`src/rtl/pwm_clock_divider.sv`:
```
// pwm_clock_divider
// Programmable clock-enable generator for the RGBW PWM channels.
// A counter runs 0..div_active and wraps, so one period is div_active+1
// enabled cycles. Each wrap produces a one-cycle tick and toggles clk_out.
// A new divisor is held in a shadow register and applied only at a period
// boundary (wrap) or on a synchronous restart, so the output never glitches.
//
// Ports:
//   clk         system clock, rising edge
//   reset       synchronous, active-high reset
//   en          count enable; counter and clk_out hold while low
//   restart     synchronous restart: phase cleared, pending divisor applied
//   div_in      new divisor value
//   div_load    one-cycle strobe capturing div_in into the shadow register
//   div_pending shadow holds a divisor that has not been applied yet
//   tick        one-cycle pulse per period
//   clk_out     divided clock, toggles once per period
//   cnt         live counter value, for phase alignment
module pwm_clock_divider #(
  parameter int WIDTH     = 8,
  parameter int DIV_RESET = 0
) (
  input  logic             clk,
  input  logic             reset,
  input  logic             en,
  input  logic             restart,
  input  logic [WIDTH-1:0] div_in,
  input  logic             div_load,
  output logic             div_pending,
  output logic             tick,
  output logic             clk_out,
  output logic [WIDTH-1:0] cnt
);

  localparam logic [WIDTH-1:0] DIV_INIT = WIDTH'(DIV_RESET);
  localparam logic [WIDTH-1:0] CNT_ONE  = WIDTH'(1);
  localparam logic [WIDTH-1:0] CNT_ZERO = '0;

  logic [WIDTH-1:0] cnt_r;
  logic [WIDTH-1:0] div_active_r;
  logic [WIDTH-1:0] div_shadow_r;
  logic             div_pending_r;
  logic             tick_r;
  logic             clk_out_r;
  logic             wrap_s;

  // A wrap only happens on an enabled cycle at the end of the period.
  always_comb begin
    wrap_s = 1'b0;
    if (en && (cnt_r == div_active_r)) begin
      wrap_s = 1'b1;
    end else begin
      wrap_s = 1'b0;
    end
  end

  // Counter, divisor reload and output state.
  always_ff @(posedge clk) begin
    if (reset) begin
      cnt_r         <= CNT_ZERO;
      div_active_r  <= DIV_INIT;
      div_shadow_r  <= DIV_INIT;
      div_pending_r <= 1'b0;
      tick_r        <= 1'b0;
      clk_out_r     <= 1'b0;
    end else if (restart) begin
      cnt_r         <= CNT_ZERO;
      clk_out_r     <= 1'b0;
      tick_r        <= 1'b0;
      div_pending_r <= 1'b0;
      // A coincident load wins over an older pending value.
      if (div_load) begin
        div_active_r <= div_in;
        div_shadow_r <= div_in;
      end else if (div_pending_r) begin
        div_active_r <= div_shadow_r;
      end else begin
        div_active_r <= div_active_r;
      end
    end else if (wrap_s) begin
      cnt_r     <= CNT_ZERO;
      tick_r    <= 1'b1;
      clk_out_r <= ~clk_out_r;
      // At a period boundary a coincident load is applied directly and
      // never shows up as pending.
      if (div_load) begin
        div_active_r  <= div_in;
        div_shadow_r  <= div_in;
        div_pending_r <= 1'b0;
      end else if (div_pending_r) begin
        div_active_r  <= div_shadow_r;
        div_pending_r <= 1'b0;
      end else begin
        div_pending_r <= 1'b0;
      end
    end else begin
      tick_r <= 1'b0;
      if (en) begin
        cnt_r <= cnt_r + CNT_ONE;
      end else begin
        cnt_r <= cnt_r;
      end
      // Mid-period loads are parked in the shadow; the last one wins.
      if (div_load) begin
        div_shadow_r  <= div_in;
        div_pending_r <= 1'b1;
      end else begin
        div_pending_r <= div_pending_r;
      end
    end
  end

  assign cnt         = cnt_r;
  assign tick        = tick_r;
  assign clk_out     = clk_out_r;
  assign div_pending = div_pending_r;

endmodule

```
`config.mk`:
```
export PLATFORM = sky130hd
export DESIGN_NAME = pwm_clock_divider
export DESIGN_NICKNAME = d
export VERILOG_FILES = /design/src/rtl/pwm_clock_divider.sv
export SDC_FILE = /design/constraint.sdc
export NUM_CORES = 1
export LEC_CHECK = 0
export CAP_MARGIN = 10
export CORE_UTILIZATION = 48
export CTS_CLUSTER_DIAMETER = 80
export DETAILED_ROUTE_END_ITERATION = 7
export PLACE_DENSITY = 0.75
export SLEW_MARGIN = 0
export SYNTH_ARGS = -nofsm -noshare
export SYNTH_HDL_FRONTEND = slang
export SYNTH_SLANG_ARGS = --single-unit
```
`constraint.sdc`:
```
create_clock -name clk -period 1.6 [get_ports clk]
set_input_delay 0.24 -clock clk [delete_from_list [all_inputs] [get_ports clk]]
set_output_delay 0.24 -clock clk [all_outputs]
set_load 0.03 [all_outputs]
```
# Word-level counts from Yosys, hierarchy flattened
# Index checks and enable logic that the tools add are counted.
classes:
  reduce_logical: 4
  bitwise: 1
  eq_ne: 1
  muxes: 6
  n_addsub: 1
op_table:
  columns: ["cell", "count"]
  rows:
  - ["$mux W8", 4]
  - ["$add A8 B1 Y8 const B", 1]
  - ["$eq A8 B8 Y1", 1]
  - ["$reduce_or A3 Y1", 1]
  - ["$mux W1", 2]
  - ["$reduce_bool A2 Y1", 1]
  - ["$reduce_or A2 Y1", 1]
  - ["$logic_and A1 B1 Y1", 1]
  - ["$not A1 Y1", 1]
word_totals:
  word_cells: 19
  regBits: 27
  output_inout_bits: 11

# Logic depth before layout (Yosys ltp)
# Gate-level depths: netlist (run 1).
logic_depth:
  depth_word: 5
  depth_mapped: 6
  depth_no_buf: 5

# Worst setup path before layout (run 1)
# Ideal clock, no wire load.
synth_timing:
  path_type: "reg2reg"
  from: "reg cnt_r[0] (netlist: cnt[0])"
  to: "reg div_active_r[6]"
  setup_ps: 59
  required_ps: 1541
  stages_incl_launch_ff: 6
  slack_ps: -90
  path_buffers: 0
  t_arrival_ps: 1631
  path_cell_list: "dfxtp_1 > xnor2_1 > nand4_1 > or2_4 > o31ai_4 > a22o_1"
synth_via:
  elab_chain_cells: 4
synth_rtl:
  columns: ["element", "line", "source"]
  rows:
  - ["start, declared", "39", "logic [WIDTH-1:0] cnt_r;"]
  - ["start signal, assigned", "99", "cnt_r <= cnt_r + CNT_ONE;"]
  - ["start signal, assigned", "101", "cnt_r <= cnt_r;"]
  - ["$eq A8 B8 Y1", "50", "if (en && (cnt_r == div_active_r)) begin"]
  - ["$logic_and A1 B1 Y1", "50", null]
  - ["$mux W1", "50", null]
  - ["$reduce_bool A2 Y1 (no line)", null, null]
  - ["end signal, assigned", "73", "div_active_r <= div_in;"]
  - ["end signal, assigned", "76", "div_active_r <= div_shadow_r;"]
  - ["end signal, assigned", "78", "div_active_r <= div_active_r;"]
  - ["end, declared", "40", "logic [WIDTH-1:0] div_active_r;"]
# Every way passes these cells.
# A chain may end at the register's enable or synchronous reset.

# Worst setup path after layout (run 1)
layout_timing:
  from: "reg cnt_r[1] (netlist: cnt[1])"
  to: "reg div_active_r[3]"
# The elaborated chain is that of the path after synthesis.

==> results_dict.tcl, run 1 <==
set metrics [dict create \
    route.detailed.drc 0 \
    cp_slowest_cell "sky130_fd_sc_hd__dfxtp_2" \
    synth_xor_area_share_pct 12.96 \
    timing.clock.skew_ns 0.002064 \
    yosys-mux-area-fraction_pct 8.333 \
    placed_cells_incl_taps 163 \
    clk_pin_slew_worst_paths_ns 0.14 \
    fin_area_mm2 0.001450 \
    setup_repair_after_global_routing_missed_its_margin "no" \
    hold_slack_ns 0.5149 \
    synthTopCellsByCount "sky130_fd_sc_hd__dfxtp_1 (27), sky130_fd_sc_hd__nor2_1 (22), sky130_fd_sc_hd__xnor2_1 (12)" \
    sequential_fraction_of_the_synthesis_area_pct 50.00 \
    io_buffer_count 23 \
    dr.pass1.iters 4 \
    synth_cells 105 \
    clock_latency_on_the_worst_skew_pair_ns 0.32 \
    cell_area_after_placement_mm2 0.001419 \
    worst_hold_path_type "in2reg" \
    post_synthesis_simple_gate_area_fraction_pct 15.16 \
    final_hold_viol_count 0 \
    yosys.area.top_type "sky130_fd_sc_hd__dfxtp_1" \
    rows 16 \
    grt_pass1_wl_um 3636 \
    worst-setup-path-type "reg2reg" \
    critical_path.max_stage_delay_ns 0.41 \
    cts_sinks 27 \
    finished_core_util_pct 71.02 \
    power.total_mw 1.277 \
    antenna_cells_inserted 0 \
    route.detailed.vias_per_inst 4.911 \
    rr_startpoint "cnt[1]$_SDFFE_PP0P_" \
    total_global_routing_overflow 0 \
    cpLargestDelayFamily "simple AND/OR/NAND/NOR gates" \
    die_area_mm2 0.002446 \
    dr.max_layer_used "met4" \
    floorplan.io_pins 24 \
    setup.worst_path.start "cnt[1]$_SDFFE_PP0P_" \
    critPathMaxFanout 8 \
    achievable-frequency_ghz 0.6568 \
    die_w_um 49.46 \
    timing.critical_path.from_type "flop" \
    hold_start "restart" \
    irDropWorstVdd_v 0.0006590 \
    synth.lib_cells_used.distinct 20 \
    area.growth.synth_to_final_pct 34.14 \
    period_share_pct 95.16 \
    core_region_area_mm2 0.002042 \
    critPathBufInv 1 \
    wl_per_cell_um 12.68 \
    synth-main-ff-cell "sky130_fd_sc_hd__dfxtp_1" \
    yosysMostFrequentCell "sky130_fd_sc_hd__dfxtp_1" \
    die_height_um 49.46 \
    detailedRoute.firstIterationViolations 12 \
    cp_cell_sequence "xnor2_1 -> nand4_1 -> or2_4 -> o31ai_4 -> buf_6 -> a22o_1" \
    antenna_violating_nets_post_route 0 \
    netlist_area_mm2 0.001081 \
    period_minus_slack_ns 1.523 \
    met2_length_um 984 \
    grt_use_total_pct 20.08 \
    leakage_nw 0.6325 \
    num_vias 825 \
    synth_area_per_inst_um2 10.30 \
    finalWirelength_um 2131 \
    number_of_antenna_violations_at_the_first_check_in_global_routing 0 \
    fin_cells 168 \
    synthesized_net_count 119 \
    power_density_mw_per_mm2 880.9 \
    normalized_max_slew_margin_pct 75.84 \
    synth_edf_count 0 \
    crit_arrival_ns 1.79 \
    cts_tree "done" \
    timing.final.max_slew_violations 0 \
    maxCapViolCount 0 \
    cts_root_buf "sky130_fd_sc_hd__clkbuf_4" \
    final_layout_size_suffix_gt1_share_pct 18.44 \
    largest_net_degree_at_the_start_of_global_routing 16 \
    adder_cell_share_of_the_synthesized_area_pct 1.157 \
    async_reset_ff_share_pct 0 \
    fin_nets 156 \
    wl_on_met1_um 1035 \
    critPathRequiredTime_ns 1.87 \
    post_synth_main_area_contributors "sky130_fd_sc_hd__dfxtp_1 (50%), sky130_fd_sc_hd__xnor2_1 (9.7%), sky130_fd_sc_hd__mux2i_1 (8.3%)" \
    tritoncts.num_buffers 3 \
    timing.final.setup_violations 0 \
    worst_pin_slew_ns 0.3603 \
    clockBufferDepth 2 \
    detailed_place_hpwl_um 1625 \
    met3_wirelength_um 70 \
    initial_core_util_pct 52.94 \
    grt_pass1_vias 804 \
    synth_top_family_by_area "simple AND/OR/NAND/NOR gates" \
    synth_warnings 0 \
    synth.top_cell.area_share_pct 50.00 \
    synth-compound-area-share_pct 11.11 \
    worstSetupEndpointType "flop" \
    cts.htree.levels 1 \
    ys_ff_latch 27 \
    outcome "completed" \
    cts-hold-fix-buffers 0 \
    gpl.final_weighted_congestion 0.7569 \
]
==> through the flow <==
stage                     worst slack, ns  setup TNS, ns
after floorplan                 0.0001534              0
after global placement            -0.1116        -0.7627
after detailed placement          -0.1809         -1.280
after CTS                         0.01691              0
after global routing             0.002690              0
final                             0.07748              0
==> timing repair <==
| item | in CTS | in global routing |
|---|---|---|
| resized for setup | 10 | 4 |
| setup buffers | 0 | 1 |
| setup endpoints to repair | 13 | 9 |
| pin swaps | 1 | 1 |
==> flip-flops by register name (all words and copies together) (netlist names) <==
register      count
tick              1
clk_out           1
div_active_r      8
div_pending       1
cnt               8
div_shadow_r      8
==> cell usage in the layout, fill, tap and decap left out, types with 2 or more instances in the layout <==
master	synthesis	routed
sky130_fd_sc_hd__nand4_1	3	3
sky130_fd_sc_hd__dfxtp_1	27	21
sky130_fd_sc_hd__clkbuf_4	0	3
sky130_fd_sc_hd__nand3_1	4	4
sky130_fd_sc_hd__nor2_1	22	22
sky130_fd_sc_hd__buf_4	0	11
sky130_fd_sc_hd__clkdlybuf4s50_1	0	12
sky130_fd_sc_hd__xor2_1	4	4
sky130_fd_sc_hd__dlygate4sd2_1	0	10
sky130_fd_sc_hd__xnor2_1	12	12
sky130_fd_sc_hd__mux2i_1	9	9
sky130_fd_sc_hd__nor3_1	2	2
sky130_fd_sc_hd__dfxtp_2	0	6
sky130_fd_sc_hd__a22o_1	8	8
sky130_fd_sc_hd__nand2_1	3	3
==> cell type report <==
cell class | count | area, um^2
Fill cell | 170 | 591.8
Timing Repair Buffer | 35 | 314.1
Tap cell | 27 | 33.78
Clock inverter | 1 | 5.005
Multi-Input combinational cell | 75 | 526.8
Clock buffer | 3 | 22.52
Sequential cell | 27 | 548.0
==> report_power, final <==
| group | switching [mW] | leakage (nW) | total (mW) | internal (mW) |
|---|---|---|---|---|
| logic | 0.125 | 0.391 | 0.257 | 0.133 |
| registers | 0.0223 | 0.223 | 0.732 | 0.710 |
| clock network | 0.194 | 0.0177 | 0.288 | 0.0937 |
| total | 0.341 | 0.633 | 1.28 | 0.937 |
==> worst paths after layout <==
check	endpoint	cells after the start	slack [ns]
worst min-delay path	clk_out$_SDFFE_PP0P_	2	0.51
worst max register to register	div_active_r[3]$_SDFFE_PP0P_	6	0.08
worst min register to register	div_active_r[1]$_SDFFE_PP0P_	1	0.53
worst max-delay path	div_active_r[3]$_SDFFE_PP0P_	6	0.08
==> cells by family after synthesis <==
| kind of cell | count (synthesis) |
|---|---|
| AND/OR/NAND/NOR | 37 |
| flip-flops | 27 |
| XOR/XNOR | 16 |
| AO/OA/AOI/OAI | 12 |
| multiplexers | 9 |
| buffers and inverters | 3 |
| adder cells (fa/ha/maj) | 1 |
==> layer usage <==
| layer | track usage [%] | vias to the layer above |
|---|---|---|
| li1 | - | 430 |
| met1 | 26.21 | 376 |
| met2 | 31.05 | 15 |
| met3 | 4.012 | 4 |
| met4 | 10.95 | 0 |
| met5 | 0 | - |
Power figures use the tool's default switching activity.
==> run 2: changes to the inputs <==
--- a/config.mk
+++ b/config.mk
@@ -6,10 +6,11 @@
 export NUM_CORES = 1
 export LEC_CHECK = 0
 export CAP_MARGIN = 10
-export CORE_UTILIZATION = 48
+export CORE_UTILIZATION = 51
+export CTS_BUF_LIST = sky130_fd_sc_hd__clkbuf_8
 export CTS_CLUSTER_DIAMETER = 80
 export DETAILED_ROUTE_END_ITERATION = 7
-export PLACE_DENSITY = 0.75
+export PLACE_DENSITY = 0.79
 export SLEW_MARGIN = 0
 export SYNTH_ARGS = -nofsm -noshare
 export SYNTH_HDL_FRONTEND = slang
==> run 2 against run 1 <==
Compared with the run above: die area shrank 5.6%; via count increased by 3.6%; wire length is 3.2% lower; register-to-register slack is essentially flat; flip-flop and latch count is the same; sequential share of layout area down 0.56 points; global-route usage is 0.73 points higher; final area rose by 1.0%; count of clock-buffer cells in the layout unchanged; clock skew is 0.0025 ns higher; highest routed layer unchanged.
==> results_dict.tcl, run 2 (synthesis results as in run 1) <==
set metrics [dict create \
    critPathMaxFanout 3 \
    achievable-frequency_ghz 0.6477 \
    setup_repair_after_global_routing_missed_its_margin "no" \
    critical_path.max_stage_delay_ns 0.67 \
    wl_per_cell_um 12.35 \
    fin_nets 155 \
    cts_root_buf "sky130_fd_sc_hd__clkbuf_8" \
    finalWirelength_um 2063 \
    die_height_um 48.04 \
    power_density_mw_per_mm2 938.0 \
    cpLargestDelayFamily "buffers and inverters" \
    cts.htree.levels 1 \
    route.detailed.drc 0 \
    worst_hold_path_type "reg2reg" \
    layout_common_cells "sky130_fd_sc_hd__dfxtp_1 (23), sky130_fd_sc_hd__nor2_1 (22), sky130_fd_sc_hd__clkdlybuf4s50_1 (15)" \
    timing.final.setup_violations 0 \
    worst-setup-path-type "reg2out" \
    power.total_mw 1.374 \
    total_global_routing_overflow 0 \
    num_vias 855 \
    route.detailed.vias_per_inst 5.120 \
    normalized_max_slew_margin_pct 75.96 \
    die_area_mm2 0.002308 \
    clockBufferDepth 2 \
    detailedRoute.firstIterationViolations 8 \
    critPathRequiredTime_ns 1.36 \
    leakage_nw 0.6317 \
    clock_latency_on_the_worst_skew_pair_ns 0.28 \
    rows 16 \
    io_buffer_count 23 \
    worstSetupEndpointType "output pin" \
    period_share_pct 96.50 \
    largest_net_degree_at_the_start_of_global_routing 17 \
    gpl.final_weighted_congestion 0.7560 \
    tritoncts.num_buffers 3 \
    period_minus_slack_ns 1.544 \
    outcome "completed" \
    maxCapViolCount 0 \
    tns_ns 0 \
    number_of_antenna_violations_at_the_first_check_in_global_routing 0 \
    final_hold_viol_count 0 \
    crit_arrival_ns 1.30 \
    antenna_cells_inserted 0 \
    clk_pin_slew_worst_paths_ns 0.09 \
    irDropWorstVdd_v 0.0008329 \
    detailed_place_hpwl_um 1576 \
    timing.final.max_slew_violations 0 \
    area.growth.synth_to_final_pct 35.53 \
    timing.clock.skew_ns 0.004582 \
    cp_slowest_cell "sky130_fd_sc_hd__clkdlybuf4s50_1" \
    timing.critical_path.from_type "flop" \
    dr.pass1.iters 4 \
    floorplan.io_pins 24 \
    worst_pin_slew_ns 0.3585 \
    cts_sinks 27 \
    initial_core_util_pct 54.55 \
    layout_commonest_cell "sky130_fd_sc_hd__dfxtp_1" \
    critPathBufInv 1 \
    cts-hold-fix-buffers 0 \
    cp_cell_sequence "clkdlybuf4s50_1" \
    fill_cells 143 \
    cts_tree "done" \
    grt_pass1_wl_um 3174 \
    grt_pass1_vias 749 \
    final_layout_size_suffix_gt1_share_pct 16.43 \
    core_region_area_mm2 0.001982 \
    grt_use_total_pct 20.81 \
    die_w_um 48.04 \
    antenna_violating_nets_post_route 0 \
]
-- run 2: path summary, 6_finish.rpt --
kind         cells past startpoint  slack (ns)                            to                          from
min                              1        0.52  div_active_r[6]$_SDFFE_PP0P_  div_active_r[6]$_SDFFE_PP0P_
max                              1        0.06                   div_pending      div_pending$_SDFFE_PP0P_
max reg2reg                      5        0.09  div_active_r[1]$_SDFFE_PP0P_           cnt[3]$_SDFFE_PP0P_
min reg2reg                      1        0.52  div_active_r[6]$_SDFFE_PP0P_  div_active_r[6]$_SDFFE_PP0P_
-- run 2: repair_timing --
| item | in CTS | in global routing |
|---|---|---|
| setup buffers | 0 | 1 |
| resized for setup | 6 | 2 |
| pin swaps | 0 | 1 |
| endpoints found under the setup margin | 6 | 10 |
-- run 2: worst reg2reg max path, cell delays in order (launching register included) --
cell	delay [ns]
sky130_fd_sc_hd__dfxtp_1	0.44
sky130_fd_sc_hd__xnor2_1	0.16
sky130_fd_sc_hd__nand3_1	0.22
sky130_fd_sc_hd__o31ai_4	0.31
sky130_fd_sc_hd__buf_4	0.20
sky130_fd_sc_hd__a22o_1	0.14
-- run 2: cell type report --
cell class	instances	area (um^2)	share of cell area, %
Sequential cell	27	545.5	37.23
Clock buffer	3	41.29	2.818
Timing Repair Buffer	34	310.3	21.18
Multi-Input combinational cell	75	526.8	35.95
Tap cell	27	33.78	2.306
Clock inverter	1	7.507	0.5124
-- run 2: per-layer routing --
layer | GRT usage [%] | up-vias | routed length (um)
li1 | - | 430 | -
met2 | 32.97 | 20 | 1007
met4 | 11.11 | 0 | 42
met1 | 26.33 | 399 | 930
met3 | 4.528 | 6 | 83
met5 | 0 | - | 0
-- run 2: report_power, final --
group | switching, mW | internal, mW | total, mW | leakage, nW
sequential | 0.0215 | 0.710 | 0.731 | 0.222
combinational | 0.123 | 0.130 | 0.253 | 0.388
clock | 0.213 | 0.177 | 0.390 | 0.0217
total | 0.358 | 1.02 | 1.37 | 0.632
-- run 2: metrics by stage --
| step | hold slack, ns | cell area [um^2] | utilization [%] | worst slack [ns] | instances |
|---|---|---|---|---|---|
| after floorplan | 0.3175 | 1086 | - | 0.0001534 | 105 |
| after global placement | 0.4962 | 1411 | 71.21 | -0.1093 | 162 |
| after detailed placement | 0.4951 | 1411 | 71.21 | -0.1544 | 162 |
| after CTS | 0.5231 | 1453 | 73.30 | 0.0007692 | 166 |
| after global routing | 0.5394 | 1465 | 73.93 | 0.001729 | 167 |
| final | 0.5167 | 1465 | 73.93 | 0.05608 | 167 |
==> run 3: changes to the inputs <==
--- a/config.mk
+++ b/config.mk
@@ -10,6 +10,7 @@
 export CTS_BUF_LIST = sky130_fd_sc_hd__clkbuf_8
 export CTS_CLUSTER_DIAMETER = 80
 export DETAILED_ROUTE_END_ITERATION = 7
+export HOLD_SLACK_MARGIN = 0.06
 export PLACE_DENSITY = 0.79
 export SLEW_MARGIN = 0
 export SYNTH_ARGS = -nofsm -noshare
==> results of run 3 <==
Same layout as run 2: the final DEF is identical, and so are final timing and power.
